<file path="config.mk">
export PLATFORM = sky130hd
export DESIGN_NAME = ex_muldiv
export DESIGN_NICKNAME = d
export VERILOG_FILES = /design/src/rtl/ex_muldiv.sv
export SDC_FILE = /design/constraint.sdc
export NUM_CORES = 1
export LEC_CHECK = 0
export BUFFER_PORTS_ARGS = -buffer_cell sky130_fd_sc_hd__buf_2
export CAP_MARGIN = 5
export CELL_PAD_IN_SITES_DETAIL_PLACEMENT = 0
export CELL_PAD_IN_SITES_GLOBAL_PLACEMENT = 1
export CORE_MARGIN = 2
export CORE_UTILIZATION = 30
export DETAILED_ROUTE_END_ITERATION = 10
export PLACE_DENSITY = 0.66
export SETUP_SLACK_MARGIN = 0.5
export SLEW_MARGIN = 10
export SYNTH_ARGS = -nofsm -noshare
export SYNTH_HDL_FRONTEND = slang
export SYNTH_SLANG_ARGS = --single-unit
</file>
<file path="constraint.sdc">
create_clock -name clk -period 6.1 [get_ports clk]
set_input_delay 1.83 -clock clk [delete_from_list [all_inputs] [get_ports clk]]
set_output_delay 1.83 -clock clk [all_outputs]
set_load 0.05 [all_outputs]
</file>
<file path="src/rtl/ex_muldiv.sv">
// Iterative multiply/divide unit beside the EX-stage ALU: radix-2 shift-add MULT/MULTU, restoring DIV/DIVU.
// Optional MADD/MSUB accumulate into sampled HI:LO when built with MULDIV_MADD_EN defined.
module ex_muldiv #(
  parameter int WIDTH = 32
) (
  input  logic             clk,
  input  logic             rst,
  input  logic             i_start,
  input  logic [1:0]       i_op,
  input  logic [1:0]       i_acc,
  input  logic [WIDTH-1:0] i_rs,
  input  logic [WIDTH-1:0] i_rt,
  input  logic [WIDTH-1:0] i_hi,
  input  logic [WIDTH-1:0] i_lo,
  input  logic             i_cancel,
  output logic             o_busy,
  output logic             o_done,
  output logic             o_whilo,
  output logic [WIDTH-1:0] o_hi,
  output logic [WIDTH-1:0] o_lo
);

  localparam int CW = $clog2(WIDTH);

`ifdef MULDIV_MADD_EN
  typedef enum logic [2:0] {S_IDLE, S_MUL, S_DIV, S_DONE, S_ACC} state_t;
`else
  typedef enum logic [1:0] {S_IDLE, S_MUL, S_DIV, S_DONE} state_t;
`endif

  function automatic logic [WIDTH-1:0] cond_neg(input logic [WIDTH-1:0] v, input logic neg);
    return neg ? -v : v;
  endfunction

  function automatic logic [2*WIDTH-1:0] cond_neg2(input logic [2*WIDTH-1:0] v, input logic neg);
    return neg ? -v : v;
  endfunction

  state_t state, state_nxt;

  // opnd holds the multiplicand (MUL) or the divisor (DIV); work holds the
  // partial product, or {remainder, dividend/quotient shift register}.
  logic [WIDTH-1:0]   opnd;
  logic [2*WIDTH-1:0] work;
  logic [CW-1:0]      cnt;
  logic               neg_a;
  logic               neg_x;

  logic               start_ok;
  logic signed [WIDTH-1:0] rs_s, rt_s;
  logic               rs_neg, rt_neg;
  logic [WIDTH-1:0]   rs_mag, rt_mag;
  logic               last;

  logic [WIDTH:0]     mul_sum;
  logic [2*WIDTH-1:0] mul_nxt;
  logic [2*WIDTH-1:0] mul_res;
  logic [WIDTH:0]     div_shift;
  logic               div_ge;
  logic [WIDTH-1:0]   div_sub;
  logic [2*WIDTH-1:0] div_nxt;
  logic [WIDTH-1:0]   div_hi, div_lo;

`ifdef MULDIV_MADD_EN
  logic               acc_en;
  logic               acc_sub;
  logic [2*WIDTH-1:0] hilo_s;
  logic [2*WIDTH-1:0] acc_res;
`else
  logic               unused_acc;
  assign unused_acc = ^{i_acc, i_hi, i_lo};
`endif

  assign start_ok = i_start & ~i_cancel;
  assign rs_s     = i_rs;
  assign rt_s     = i_rt;
  assign rs_neg   = i_op[0] & (rs_s < 0);
  assign rt_neg   = i_op[0] & (rt_s < 0);
  assign rs_mag   = cond_neg(i_rs, rs_neg);
  assign rt_mag   = cond_neg(i_rt, rt_neg);
  assign last     = (cnt == CW'(WIDTH - 1));

  // One shift-add step: add multiplicand into the high half when the current multiplier bit is set.
  assign mul_sum = {1'b0, work[2*WIDTH-1:WIDTH]} + (work[0] ? {1'b0, opnd} : '0);
  assign mul_nxt = {mul_sum, work[WIDTH-1:1]};
  assign mul_res = cond_neg2(mul_nxt, neg_x);

  // One restoring step: the shifted partial remainder is WIDTH+1 bits so the compare cannot overflow.
  assign div_shift = {work[2*WIDTH-1:WIDTH], work[WIDTH-1]};
  assign div_ge    = (div_shift >= {1'b0, opnd});
  assign div_sub   = div_shift[WIDTH-1:0] - opnd;
  assign div_nxt   = {(div_ge ? div_sub : div_shift[WIDTH-1:0]), work[WIDTH-2:0], div_ge};
  assign div_hi    = cond_neg(div_nxt[2*WIDTH-1:WIDTH], neg_a);
  assign div_lo    = cond_neg(div_nxt[WIDTH-1:0], neg_x);

`ifdef MULDIV_MADD_EN
  assign acc_res = acc_sub ? (hilo_s - work) : (hilo_s + work);
`endif

  always_ff @(posedge clk) begin
    if (rst) state <= S_IDLE;
    else     state <= state_nxt;
  end

  always_comb begin
    state_nxt = state;
    case (state)
      S_IDLE: begin
        if (start_ok) begin
          if (!i_op[1])        state_nxt = S_MUL;
          else if (i_rt == '0) state_nxt = S_DONE;
          else                 state_nxt = S_DIV;
        end
      end
      S_MUL: begin
        if (last) begin
`ifdef MULDIV_MADD_EN
          state_nxt = acc_en ? S_ACC : S_DONE;
`else
          state_nxt = S_DONE;
`endif
        end
      end
      S_DIV: if (last) state_nxt = S_DONE;
`ifdef MULDIV_MADD_EN
      S_ACC: state_nxt = S_DONE;
`endif
      S_DONE: state_nxt = S_IDLE;
      default: state_nxt = S_IDLE;
    endcase
    if (i_cancel) state_nxt = S_IDLE;
  end

  always_comb begin
    o_busy  = 1'b0;
    o_done  = 1'b0;
    case (state)
      S_MUL, S_DIV: o_busy = 1'b1;
`ifdef MULDIV_MADD_EN
      S_ACC:        o_busy = 1'b1;
`endif
      S_DONE:       o_done = 1'b1;
      default: ;
    endcase
    o_whilo = o_done;
  end

  // Datapath state carries no reset; it is always reloaded on an accepted start.
  always_ff @(posedge clk) begin
    case (state)
      S_IDLE: begin
        if (start_ok) begin
          cnt   <= '0;
          neg_a <= rs_neg;
          neg_x <= rs_neg ^ rt_neg;
          opnd  <= i_op[1] ? rt_mag : rs_mag;
          work  <= {{WIDTH{1'b0}}, (i_op[1] ? rs_mag : rt_mag)};
`ifdef MULDIV_MADD_EN
          acc_en  <= ~i_op[1] & (i_acc == 2'b01 || i_acc == 2'b10);
          acc_sub <= (i_acc == 2'b10);
          hilo_s  <= {i_hi, i_lo};
`endif
        end
      end
      S_MUL: begin
        work <= last ? mul_res : mul_nxt;
        cnt  <= cnt + CW'(1);
      end
      S_DIV: begin
        work <= div_nxt;
        cnt  <= cnt + CW'(1);
      end
      default: ;
    endcase
  end

  // Result registers load only on the edge entering DONE, so a cancel leaves them untouched.
  always_ff @(posedge clk) begin
    if (rst) begin
      o_hi <= '0;
      o_lo <= '0;
    end else if (state_nxt == S_DONE) begin
      case (state)
        S_IDLE:  {o_hi, o_lo} <= {i_rs, {WIDTH{1'b1}}};
        S_MUL:   {o_hi, o_lo} <= mul_res;
        S_DIV:   {o_hi, o_lo} <= {div_hi, div_lo};
`ifdef MULDIV_MADD_EN
        S_ACC:   {o_hi, o_lo} <= acc_res;
`endif
        default: ;
      endcase
    end
  end

endmodule

</file>
==> impl_metrics.env, run 1 <==
export IMPL_die_w_microns=251
export IMPL_yosys_area_share_simple_pct=22.0
export IMPL_maxClockFrequency_mhz=187
export IMPL_slew_viol_final=0
export IMPL_ys_types=92
export IMPL_grt_pass1_vias=17200
export IMPL_worst_setup_path_type="reg2reg"
export IMPL_synth_top_family_by_area="compound AO/OA/AOI/OAI gates"
export IMPL_yosysTopAreaCell="edfxtp_1"
export IMPL_ys_warn_count=0
export IMPL_fin_tns_setup_ns=0
export IMPL_drt_wirelength_per_cell_microns=22.7
export IMPL_drt_initial_drc_count=1834
export IMPL_cts_tree="done"
export IMPL_syn2layout_area_growth_pct=10.8
export IMPL_async_reset_ff_share_pct=0
export IMPL_yosys_most_used_dff="edfxtp_1"
export IMPL_critPathMaxStageDelay_ns=0.67
export IMPL_start_util_pct=30.4
export IMPL_drt_pre_antenna_iters=5
export IMPL_grt_pass1_wl_mm=110
export IMPL_synth_fp_nets=2611
export IMPL_hold_path_class="reg2reg"
export IMPL_n_antenna_cell=0
export IMPL_cts_sinks=169
export IMPL_htree_levels=4
export IMPL_vias=18700
export IMPL_place_gp_congestion=0.932
export IMPL_overflow=0
export IMPL_synth_edf_count=103
export IMPL_coreArea_sq_um=60500
export IMPL_post_drt_via_cell_ratio=5.81
export IMPL_grt_max_degree=78
export IMPL_pre_cts_slack_ns=0.618
export IMPL_syn_area_sq_um=18400
export IMPL_critical_path_arrival_ns=5.68
export IMPL_synth_xor_area_share_pct=12.8
export IMPL_synth_seq_area_share_pct=24.1
export IMPL_synth_seq_cells=169
export IMPL_p_per_area_nw_per_um2=197
export IMPL_maxSlewHeadroom_pct=26.9
export IMPL_clk_pin_slew_worst_paths_ns=0.07
export IMPL_antenna_found_initial=0
export IMPL_register_area_sq_um=4410
export IMPL_critPathTopFamily="compound AO/OA/AOI/OAI gates"
export IMPL_clkLatencyLatePin_ns=0.47
export IMPL_io_buffers=136
export IMPL_cp_end_kind="flop"
export IMPL_numCtsBuffers=17
export IMPL_period_share_pct=87.7
export IMPL_critPathLaunchType="flop"
export IMPL_path_buf_inv=4
export IMPL_nFillCells=6375
export IMPL_finalSetupViolations=0
export IMPL_cts_root_buf="clkbuf_16"
export IMPL_postCtsHoldBufs=0
export IMPL_rows=90
export IMPL_gr_usage_all_layers_pct=22.6
export IMPL_skew_ns=0.0138
export IMPL_rsz0062_at_grt="false"
export IMPL_path_max_fanout=10
export IMPL_drive_gt1_share_pct=12.1
export IMPL_place_hpwl_mm=57.0
export IMPL_ir_drop_mv=0.175
export IMPL_nets=2631
export IMPL_ios=203
export IMPL_yosysMostFrequentCell="nand2_1"
export IMPL_cp_cell_sequence="inv_1, ha_1, inv_1, fa_1, xnor2_1, and2_1, o221ai_1, a2111oi_4, or4b_2, o31ai_1, buf_4, o211ai_1, buf_4, or2_2, o41ai_2, xnor2_1, o22ai_1"
export IMPL_ys_top_cells_by_area="edfxtp_1 17%, xnor2_1 7.9%, dfxtp_1 7.2%, nand2_1 5.7%, ha_1 5.2%"
export IMPL_status="finished clean"
export IMPL_maxCapViolCount=0
export IMPL_route_detailed_drc=0
export IMPL_syn_inst=2397
export IMPL_ant_nets=0
export IMPL_period_needed_ns=5.35
export IMPL_die_h_microns=251
export IMPL_tightest_slew_ns=1.10
export IMPL_synth_compound_area_share_pct=26.3
export IMPL_synth_top_cells_by_count="278 x nand2_1, 233 x nor2_1, 188 x a21oi_1"
export IMPL_synthAdderAreaFrac_pct=5.40
export IMPL_p_leak_nw=7.45
export IMPL_clockBufferDepth=2
export IMPL_post_synth_cell_area_avg_sq_um=7.66
export IMPL_multi_input_area_sq_um=13000
export IMPL_synth_largest_type_area_fraction_pct=16.9
export IMPL_detail_route_wirelength_mm=73.1
export IMPL_setup_slack_ns=0.752
export IMPL_critPathSlowestCell="or4b_2"
export IMPL_synth_mux_area_share_pct=4.04
export IMPL_dieArea_sq_um=63200
export IMPL_hold_viol=0
export IMPL_required_ns=6.43
## cell usage in the layout (no fill, tap or decap), types with 24 or more instances in the layout
cell      synthesis  final
nand2_1         278    278
nor2_1          233    232
a21oi_1         188    188
xnor2_1         166    166
buf_2             8    136
o21ai_0         135    133
xor2_1          103    103
edfxtp_1        103    103
ha_1             76     73
inv_1            69     68
dfxtp_1          66     66
nor3_1           60     60
a221oi_1         55     54
mux2i_1          47     47
buf_4             2     46
o31ai_1          45     45
or3_1            38     38
a211oi_1         38     37
nand3_1          36     35
nor4_1           29     29
o211ai_1         29     29
nand4_1          25     25
mux2_2           24     24
## worst paths after layout
check                              start  slack (ns)  depth (start not counted)  endpoint
worst min register to register   o_hi[4]        0.45                          2   o_hi[4]
worst max register to register  work[31]        0.75                         17  o_hi[31]
worst max-delay path            work[31]        0.75                         17  o_hi[31]
worst min-delay path             o_hi[4]        0.45                          2   o_hi[4]
## kinds of logic after synthesis
| logic type | count (synthesis) |
|---|---|
| compound gates | 714 |
| simple gates | 840 |
| mux | 71 |
| fa+ha+maj | 78 |
| xor+xnor | 269 |
| flops | 169 |
| buf+inv | 256 |
## layer usage
layer	global-route usage (%)	share of wire [%]	vias up
met5	0	0	-
met4	6.56	2.5	0
met3	2.50	5.6	71
met2	36.1	45	616
met1	32.1	46	9088
li1	-	-	8879
## power by group
group          switching, W  internal, W
Sequential        0.0000717      0.00128
Clock              0.000573     0.000547
Combinational       0.00100     0.000521
## layout make-up
cell class / instances / share of cell area, %
clock buffers: 17 / 2.09
well taps: 782 / 4.81
flip-flops and latches: 169 / 21.7
clock inverters: 15 / 0.788
repair buffers: 183 / 5.15
inverters: 74 / 1.39
multi-input cells: 1972 / 64.1
## flip-flops by register name, summed over array words and instances (netlist names)
register	flops
cnt	5
o_lo	32
work	64
o_hi	32
neg_a	1
neg_x	1
opnd	32
state	2
## stage by stage
step / power, W / utilization (%) / instances / hold WS (ns) / area (sq um)
4_1_cts: 0.00398 / 33.5 / 3210 / 0.454 / 20300
3_3_place_gp: 0.00285 / 32.6 / 3178 / 0.439 / 19700
2_1_floorplan: 0.00240 / - / 2397 / 0.554 / 18400
3_5_place_dp: 0.00286 / 32.6 / 3178 / 0.445 / 19700
5_1_grt: 0.00419 / 33.6 / 3212 / 0.477 / 20300
6_report: 0.00400 / 33.6 / 3212 / 0.455 / 20300
## worst reg2reg max path, stage by stage (launching register included)
cell	delay, ns
edfxtp_1	0.40
inv_1	0.14
ha_1	0.33
inv_1	0.09
fa_1	0.53
xnor2_1	0.31
and2_1	0.32
o221ai_1	0.27
a2111oi_4	0.45
or4b_2	0.67
o31ai_1	0.25
buf_4	0.18
o211ai_1	0.08
buf_4	0.21
or2_2	0.33
o41ai_2	0.35
xnor2_1	0.20
o22ai_1	0.11
## timing repair
item,CTS,global route
gates resized for setup,0,6
buffers inserted,0,2
endpoints found under the setup margin,0,18
No activity file was read; power rests on OpenSTA's default activity.
==> run 2: changes to the inputs <==
==> constraint.sdc (replaced) <==
create_clock -name clk -period 6.1 [get_ports clk]
set_input_delay 1.22 -clock clk [delete_from_list [all_inputs] [get_ports clk]]
set_output_delay 1.22 -clock clk [all_outputs]
set_load 0.05 [all_outputs]
==> run 2 against run 1 <==
Cell count is essentially flat. Sequential cell count is the same. Clock-buffer cell count grew 3. Clock skew shrank 0.0034 ns. Combinational power is essentially flat. Setup slack lost 0.025 ns. Die area is the same. Clock power grew 4%. Hold slack lost 0.0044 ns. Core utilization is essentially flat. Design area grew 0.11%.
==> impl_metrics.env, run 2 (synthesized netlist as in run 1, its figures left out) <==
export IMPL_place_hpwl_mm=57.1
export IMPL_io_buffers=136
export IMPL_route_detailed_drc=0
export IMPL_required_ns=6.42
export IMPL_dieArea_sq_um=63200
export IMPL_fin_tns_setup_ns=0
export IMPL_n_antenna_cell=0
export IMPL_hold_path_class="reg2reg"
export IMPL_cts_tree="done"
export IMPL_rr_startpoint="work[0]"
export IMPL_mostFrequentLayoutCell="nand2_1"
export IMPL_r2r_worst_path_cells=17
export IMPL_drt_wirelength_per_cell_microns=23.0
export IMPL_die_h_microns=251
export IMPL_critical_path_arrival_ns=5.69
export IMPL_clockPowerShare_pct=28.7
export IMPL_hp_start="o_hi[9]"
export IMPL_power_share_switching_pct=39.9
export IMPL_setup_slack_ns=0.727
export IMPL_vias=18700
export IMPL_drive_gt1_share_pct=12.3
export IMPL_clk_pin_slew_worst_paths_ns=0.07
export IMPL_clkLatencyLatePin_ns=0.46
export IMPL_period_share_pct=88.1
export IMPL_place_gp_congestion=0.949
export IMPL_finalSetupViolations=0
export IMPL_nFillCells=6357
export IMPL_maxSlewHeadroom_pct=34.5
export IMPL_pre_cts_slack_ns=0.712
export IMPL_final_cell_mix="278 x nand2_1, 232 x nor2_1, 188 x a21oi_1"
export IMPL_multi_input_area_sq_um=13000
export IMPL_path_max_fanout=11
export IMPL_rsz0062_at_grt="false"
export IMPL_detail_route_wirelength_mm=73.7
export IMPL_cts_sinks=169
export IMPL_pwr_share_comb_pct=37.7
export IMPL_r2r_end="o_hi[21]"
export IMPL_htree_levels=4
export IMPL_grt_pass1_wl_mm=110
export IMPL_maxCapViolCount=0
export IMPL_ir_drop_mv=0.163
export IMPL_start_util_pct=30.4
export IMPL_cts_root_buf="clkbuf_16"
export IMPL_worstHoldPathCells=2
export IMPL_seqPwrFrac_pct=33.6
export IMPL_grt_max_degree=77
export IMPL_top_register="work"
export IMPL_numCtsBuffers=17
export IMPL_coreArea_sq_um=60500
export IMPL_drt_pre_antenna_iters=8
export IMPL_hold_end="o_hi[9]"
export IMPL_p_sw_w=0.00161
export IMPL_nets=2630
export IMPL_antenna_found_initial=0
export IMPL_maxClockFrequency_mhz=186
export IMPL_critPathLaunchType="flop"
export IMPL_clockBufferDepth=2
export IMPL_gr_usage_all_layers_pct=22.6
export IMPL_largest_reg_flops=64
export IMPL_die_w_microns=251
export IMPL_hold_viol=0
export IMPL_skew_ns=0.0104
export IMPL_register_area_sq_um=4410
export IMPL_tightest_slew_ns=0.983
export IMPL_post_drt_via_cell_ratio=5.84
export IMPL_crit_start="work[0]"
export IMPL_ff2ff_setup_slack_ns=0.73
export IMPL_grt_pass1_vias=17400
export IMPL_overflow=0
export IMPL_cp_end_kind="flop"
export IMPL_slew_viol_final=0
export IMPL_drt_initial_drc_count=1757
export IMPL_period_needed_ns=5.37
export IMPL_syn2layout_area_growth_pct=10.9
export IMPL_ant_nets=0
export IMPL_p_int_w=0.00243
export IMPL_p_per_area_nw_per_um2=199
export IMPL_p_leak_nw=7.47
export IMPL_rows=90
export IMPL_cts_setup_buffers=0
export IMPL_ios=203
export IMPL_worst_setup_path_type="reg2reg"
export IMPL_postCtsHoldBufs=0
export IMPL_status="finished clean"
[run 2: changes by cell type in the layout (fill, tap and decap cells not counted), moves of 2 or more]
cell      delta
clkbuf_8     +2
o21ai_0      +2
a221oi_2     +2
o21ai_1      -2
a221oi_1     -2
clkinv_8     -4
[run 2: worst max path at each step]
stage / end / cells past startpoint
6_report: o_hi[21] / 17
5_1_grt: o_hi[23] / 12
4_1_cts: o_hi[12] / 16
3_5_place_dp: o_hi[12] / 16
3_3_place_gp: o_hi[12] / 16
2_1_floorplan: cnt[0] / 6
[run 2: critical path: stages (launching register included)]
cell and delay [ns]:
edfxtp_1 0.52, clkinvlp_4 0.32, buf_4 0.26, nor2_1 0.10
ha_1 0.38, o21a_1 0.27, o2111a_1 0.24, a21boi_0 0.12
buf_4 0.17, a21boi_0 0.38, xnor2_1 0.24, or4_1 0.60
buf_4 0.21, nor4_2 0.32, a31oi_1 0.15, and3_1 0.21
o311ai_1 0.59, a31oi_1 0.17
[run 2: stage by stage]
step | utilization [%] | power (W) | cells | hold slack (ns) | cell area (sq um)
after floorplan | - | 0.00240 | 2397 | 0.554 | 18400
after global placement | 32.6 | 0.00285 | 3179 | 0.439 | 19700
after detailed placement | 32.6 | 0.00286 | 3179 | 0.442 | 19700
after CTS | 33.6 | 0.00402 | 3211 | 0.453 | 20300
after global routing | 33.7 | 0.00422 | 3211 | 0.476 | 20400
final | 33.7 | 0.00404 | 3211 | 0.450 | 20400
[run 2: metal layers]
metal	track usage (%)	vias up	part of all wire (%)
met4	6.87	0	2.9
li1	-	8859	-
met3	3.31	84	6.5
met5	0	-	0
met2	36.3	696	45
met1	31.2	9099	45
[run 2: layout make-up]
class                   instances  area share, %
multi-input cells            1972           64.1
flip-flops and latches        169           21.7
repair buffers                182           5.04
well taps                     782           4.81
clock buffers                  20           2.35
inverters                      74           1.39
clock inverters                12          0.609
[run 2: timing repair]
item | in CTS | in global routing
setup endpoints to repair | 0 | 11
endpoints found under the hold margin | 0 | 0
resized for setup | 0 | 9
[run 2: power by group through the flow]
stage | clock network [W] | logic (W) | registers [W]
global placement | 0 | 0.00148 | 0.00138
global route | 0.00122 | 0.00165 | 0.00136
finish | 0.00116 | 0.00152 | 0.00136
detailed placement | 0 | 0.00148 | 0.00138
floorplan | 0 | 0.00104 | 0.00136
CTS | 0.00118 | 0.00149 | 0.00135
